<file path="config.mk">
export PLATFORM = sky130hd
export DESIGN_NAME = reg_wb_stage
export DESIGN_NICKNAME = d
export VERILOG_FILES = /design/src/rtl/reg_wb_stage.sv
export SDC_FILE = /design/constraint.sdc
export NUM_CORES = 1
export LEC_CHECK = 0
export ABC_AREA = 1
export BUFFER_PORTS_ARGS = -buffer_cell sky130_fd_sc_hd__buf_2
export CAP_MARGIN = 30
export CELL_PAD_IN_SITES_DETAIL_PLACEMENT = 1
export CELL_PAD_IN_SITES_GLOBAL_PLACEMENT = 1
export CORE_MARGIN = 10
export CORE_UTILIZATION = 41
export CTS_CLUSTER_DIAMETER = 60
export CTS_CLUSTER_SIZE = 40
export DETAILED_ROUTE_END_ITERATION = 10
export PLACE_DENSITY_LB_ADDON = 0.1
export SYNTH_ARGS = -nofsm -noshare
export SYNTH_HDL_FRONTEND = slang
export SYNTH_SLANG_ARGS = --single-unit
</file>
<file path="constraint.sdc">
create_clock -name clk -period 3.3 [get_ports clk]
set_clock_uncertainty 0.05 [all_clocks]
set_input_delay 0.495 -clock clk [delete_from_list [all_inputs] [get_ports clk]]
set_output_delay 0.495 -clock clk [all_outputs]
set_load 0.1 [all_outputs]
</file>
<file path="src/rtl/reg_wb_stage.sv">
`default_nettype none
// ============================================================================
// Module   : reg_wb_stage
// Purpose  : Write-back merge of ALU and load results into one registered
//            register-file write port, with load FIFO and busy scoreboard.
// Revision : 1.0 - initial release
// ============================================================================
module reg_wb_stage #(
    parameter int DATA_WIDTH = 32,
    parameter int ADDR_WIDTH = 5
) (
    input  logic                  clk,
    input  logic                  rst,
    input  logic                  alu_valid,
    input  logic [ADDR_WIDTH-1:0] alu_waddr,
    input  logic [DATA_WIDTH-1:0] alu_wdata,
    input  logic                  ld_valid,
    output logic                  ld_ready,
    input  logic [ADDR_WIDTH-1:0] ld_waddr,
    input  logic [DATA_WIDTH-1:0] ld_wdata,
    input  logic                  iss_valid,
    input  logic [ADDR_WIDTH-1:0] iss_waddr,
    input  logic [ADDR_WIDTH-1:0] chk_raddr1,
    input  logic [ADDR_WIDTH-1:0] chk_raddr2,
    output logic                  busy1,
    output logic                  busy2,
    output logic                  rf_wen,
    output logic [ADDR_WIDTH-1:0] rf_waddr,
    output logic [DATA_WIDTH-1:0] rf_wdata
);

    localparam int c_NUM_REGS = 2 ** ADDR_WIDTH;

    logic [ADDR_WIDTH-1:0] r_fifo_addr [2];
    logic [DATA_WIDTH-1:0] r_fifo_data [2];
    logic                  r_rd_ptr;
    logic                  r_wr_ptr;
    logic [1:0]            r_count;
    logic                  r_is_load;
    logic [c_NUM_REGS-1:0] r_busy;

    logic                  w_full;
    logic                  w_empty;
    logic                  w_ld_fire;
    logic                  w_deq;
    logic                  w_enq;
    logic                  w_sel_valid;
    logic                  w_sel_is_load;
    logic [ADDR_WIDTH-1:0] w_sel_addr;
    logic [DATA_WIDTH-1:0] w_sel_data;
    logic [c_NUM_REGS-1:0] w_busy_next;

    assign w_full    = (r_count == 2'd2);
    assign w_empty   = (r_count == 2'd0);
    assign ld_ready  = !w_full && !rst;
    assign w_ld_fire = ld_valid && ld_ready;

    // Priority: ALU, then oldest buffered load, then a same-cycle load bypass.
    always_comb begin
        w_sel_valid   = 1'b0;
        w_sel_is_load = 1'b0;
        w_sel_addr    = '0;
        w_sel_data    = '0;
        w_deq         = 1'b0;
        w_enq         = w_ld_fire;
        if (alu_valid) begin
            w_sel_valid = 1'b1;
            w_sel_addr  = alu_waddr;
            w_sel_data  = alu_wdata;
        end else if (!w_empty) begin
            w_sel_valid   = 1'b1;
            w_sel_is_load = 1'b1;
            w_sel_addr    = r_fifo_addr[r_rd_ptr];
            w_sel_data    = r_fifo_data[r_rd_ptr];
            w_deq         = 1'b1;
        end else if (w_ld_fire) begin
            w_sel_valid   = 1'b1;
            w_sel_is_load = 1'b1;
            w_sel_addr    = ld_waddr;
            w_sel_data    = ld_wdata;
            w_enq         = 1'b0;
        end
    end

    always_ff @(posedge clk) begin
        if (rst) begin
            r_rd_ptr <= 1'b0;
            r_wr_ptr <= 1'b0;
            r_count  <= 2'd0;
        end else begin
            if (w_enq) begin
                r_fifo_addr[r_wr_ptr] <= ld_waddr;
                r_fifo_data[r_wr_ptr] <= ld_wdata;
                r_wr_ptr              <= !r_wr_ptr;
            end
            if (w_deq) begin
                r_rd_ptr <= !r_rd_ptr;
            end
            case ({w_enq, w_deq})
                2'b10:   r_count <= r_count + 2'd1;
                2'b01:   r_count <= r_count - 2'd1;
                default: r_count <= r_count;
            endcase
        end
    end

    // Writes to register 0 are consumed but never reach the register file.
    always_ff @(posedge clk) begin
        if (rst) begin
            rf_wen    <= 1'b0;
            rf_waddr  <= '0;
            rf_wdata  <= '0;
            r_is_load <= 1'b0;
        end else begin
            rf_wen    <= w_sel_valid && (w_sel_addr != '0);
            rf_waddr  <= w_sel_addr;
            rf_wdata  <= w_sel_data;
            r_is_load <= w_sel_is_load;
        end
    end

    // Clear is applied before set so a same-address issue keeps the bit busy.
    always_comb begin
        w_busy_next = r_busy;
        if (rf_wen && r_is_load) begin
            w_busy_next[rf_waddr] = 1'b0;
        end
        if (iss_valid && (iss_waddr != '0)) begin
            w_busy_next[iss_waddr] = 1'b1;
        end
        w_busy_next[0] = 1'b0;
    end

    always_ff @(posedge clk) begin
        if (rst) begin
            r_busy <= '0;
        end else begin
            r_busy <= w_busy_next;
        end
    end

    assign busy1 = r_busy[chk_raddr1];
    assign busy2 = r_busy[chk_raddr2];

endmodule
`default_nettype wire

</file>
==> results.json <==
{
  "status": "finished clean",
  "fin_area_um2": 7951,
  "via_count": 5870,
  "critPathMaxStageDelay_ps": 430,
  "cts_tree": "done",
  "synthAdderAreaFrac_pct": 0.1891,
  "drt_pass1_iterations": 5,
  "fin_setup_tns_ps": 0,
  "ys_seq_elements": 149,
  "yosysSeqAreaShare_pct": 56.28,
  "nets": 989,
  "core_region_area_um2": 15830,
  "synthTopCellsByArea": "edfxtp_1 (34%), dfxtp_1 (23%), nand2_1 (16%)",
  "ys_warn_count": 0,
  "dpl.cell_count": 1091,
  "switchingPower_mw": 1.598,
  "finalSetupViolations": 0,
  "synth_top_area_share_pct": 33.59,
  "worst_slew_pin_slew_ps": 1070,
  "cp_common_cell": "nand2_1",
  "synth_flop_cell": "dfxtp_1",
  "post-route-drc-count": 0,
  "die_y_um": 147.0,
  "sequentialPowerShare_pct": 42.0,
  "finalWorstSetupSlack_ps": 808.5,
  "worst_ep_arrival_time_ps": 1950,
  "synthMuxAreaShare_pct": 0,
  "cellLeakagePower_nw": 3.254,
  "synth_cells": 771,
  "wl_mm": 21.28,
  "place_ws_ps": 767.3,
  "crit_required_ps": 2750,
  "intPower_mw": 3.380,
  "fin_crit_sh_pct": 75.50,
  "netlist_area_um2": 6616,
  "path_class": "in -> out",
  "min_period_ps": 2492,
  "synth_edf_count": 74,
  "wl_per_cell_um": 18.92,
  "crit_slowest_cell": "buf_2",
  "final_util_pct": 50.24,
  "power_mw": 4.978,
  "yosys-top-cells-count": "nand2_1 (277), nand3_1 (98), dfxtp_1 (75), edfxtp_1 (74), a21oi_1 (39)",
  "synth_compound_area_share_pct": 9.134,
  "rsz0062_at_grt": "false",
  "cts_root_buf": "clkbuf_16",
  "finalHoldViolations": 0,
  "grt_max_degree": 69,
  "drive_gt1_share_pct": 23.37,
  "post_cts_buffers": 0,
  "cellPowerDensity_nw_per_um2": 626.1,
  "synth.most_common_cell": "nand2_1",
  "grt.total_usage_pct": 19.76,
  "clkPwrFrac_pct": 38.2,
  "dp_hpwl_mm": 15.06,
  "crit_chain": "buf_2, inv_2, nand2_1, nand3_1, nand3_1, nand3_1, nand2_1, nand2_1, nand2_1, buf_2",
  "syn_area_per_cell_um2": 8.582,
  "vias_per_cell": 5.218,
  "cp-end-kind": "output pin",
  "synth_top_family_by_area": "simple AND/OR/NAND/NOR gates",
  "cp_max_fo": 17,
  "start_util_pct": 41.80,
  "cts-hold-fix-buffers": 0,
  "cts_resized": 0,
  "numCtsBuffers": 17,
  "die_x_um": 147.0,
  "clk_pin_slew_ps": 70,
  "crit_path_start_kind": "primary input",
  "syn_to_final_growth_pct": 20.18,
  "antenna_found_initial": 1,
  "relSlewSlack_pct": 28.10,
  "drt_iter0_markers": 335,
  "clk_path_buf_depth": 2,
  "clk_latency_ps": 420,
  "async_flop_share_pct": 0,
  "cap_violations": 0,
  "placed_area_um2": 7371,
  "peakVddDrop_mv": 0.3888,
  "fin_hold_ws_ps": 227.6,
  "die-area_um2": 21620,
  "cts.sinks": 149,
  "synth_xor_area_share_pct": 0,
  "synth.distinct_cells": 28,
  "combPwrFrac_pct": 19.8,
  "synth-simple-area-share_pct": 28.46,
  "gp_congestion": 0.9042,
  "power_switching_share_pct": 32.11,
  "grt_pass1_wl_mm": 34.00,
  "syn-num-nets": 866,
  "io_pins": 135,
  "io_buffers": 134,
  "yosys.area.top_type": "edfxtp_1",
  "cts-htree-levels": 4,
  "grt_pass1_vias": 6349,
  "rows": 46,
  "holdCritPathClass": "in -> reg",
  "fmax_mhz": 401.4,
  "slew_viol_final": 0,
  "grt_overflow_total": 0,
  "antenna_left": 0,
  "finalNonFillerCells": 1125
}
## placed cells by master, fill, tap and decap left out, types with 2 or more instances in the layout
master	synthesis	final
nand2_1	277	277
nand3_1	98	98
inv_2	9	9
nor3_2	3	3
diode_2	0	2
bufinv_16	0	2
buf_2	15	134
clkbuf_1	6	2
nor2_4	3	5
a31oi_1	30	30
inv_6	0	2
a21oi_1	39	39
clkinv_2	0	2
o21ai_1	2	2
o211ai_1	2	2
buf_4	6	7
nand2_2	22	22
inv_1	28	28
dfxtp_1	75	75
nor3_1	9	9
edfxtp_1	74	74
nor2_1	22	20
clkbuf_16	0	17
o21ai_0	36	36
clkinvlp_4	0	5
## cells by family after synthesis
family                     after synthesis
AOI/OAI and AO/OA                      111
adders and majority gates                1
buffers and inverters                   74
DFF                                    149
and+or+nand+nor                        436
## worst max-delay path: cells and delay by family
family,cells,cell delay (ps)
and+or+nand+nor,7,560
buffers and inverters,3,890
## path summary, 6_finish.rpt
check                start  slack [ps]                 end  depth (start not counted)
max reg2reg     r_count[1]        1300          r_count[1]                          8
min           ld_wdata[29]         230  r_fifo_data[1][29]                          1
max          chk_raddr1[0]         810               busy1                         10
min reg2reg       r_rd_ptr         420            r_rd_ptr                          1
## registers in the layout (all words and copies together), names as in the netlist, named ones only
signal,count
r_busy,31
r_count,2
r_fifo_addr,10
r_fifo_data,64
r_is_load,1
r_rd_ptr,1
r_wr_ptr,1
rf_waddr,5
rf_wdata,32
rf_wen,1
## power by group through the flow
stage               clock (mW)  sequential (mW)  combinational, mW
global placement             0             2.12              0.971
detailed placement           0             2.13              0.997
CTS                       1.93             2.09               1.01
finish                    1.90             2.09              0.988
global route              2.01             2.10               1.07
floorplan                    0             2.44              0.455
## final cells by class
class	instances	area [um2]
Fill cell	1921	7876
Sequential cell	149	3724
Multi-Input combinational cell	548	2515
Timing Repair Buffer	141	723.2
Clock buffer	20	446.7
Tap cell	216	270.3
Inverter	37	138.9
Clock inverter	12	128.9
Antenna cell	2	5.005
## routing by layer
layer | wire [um] | GRT usage (%) | share of wire (%)
met1 | 9351 | 24.14 | 44
met2 | 10350 | 33.24 | 49
met3 | 1185 | 5.160 | 5.6
met4 | 397 | 6.492 | 1.9
met5 | 0 | 0 | 0
Note: power is estimated with default switching activity, not from simulation.
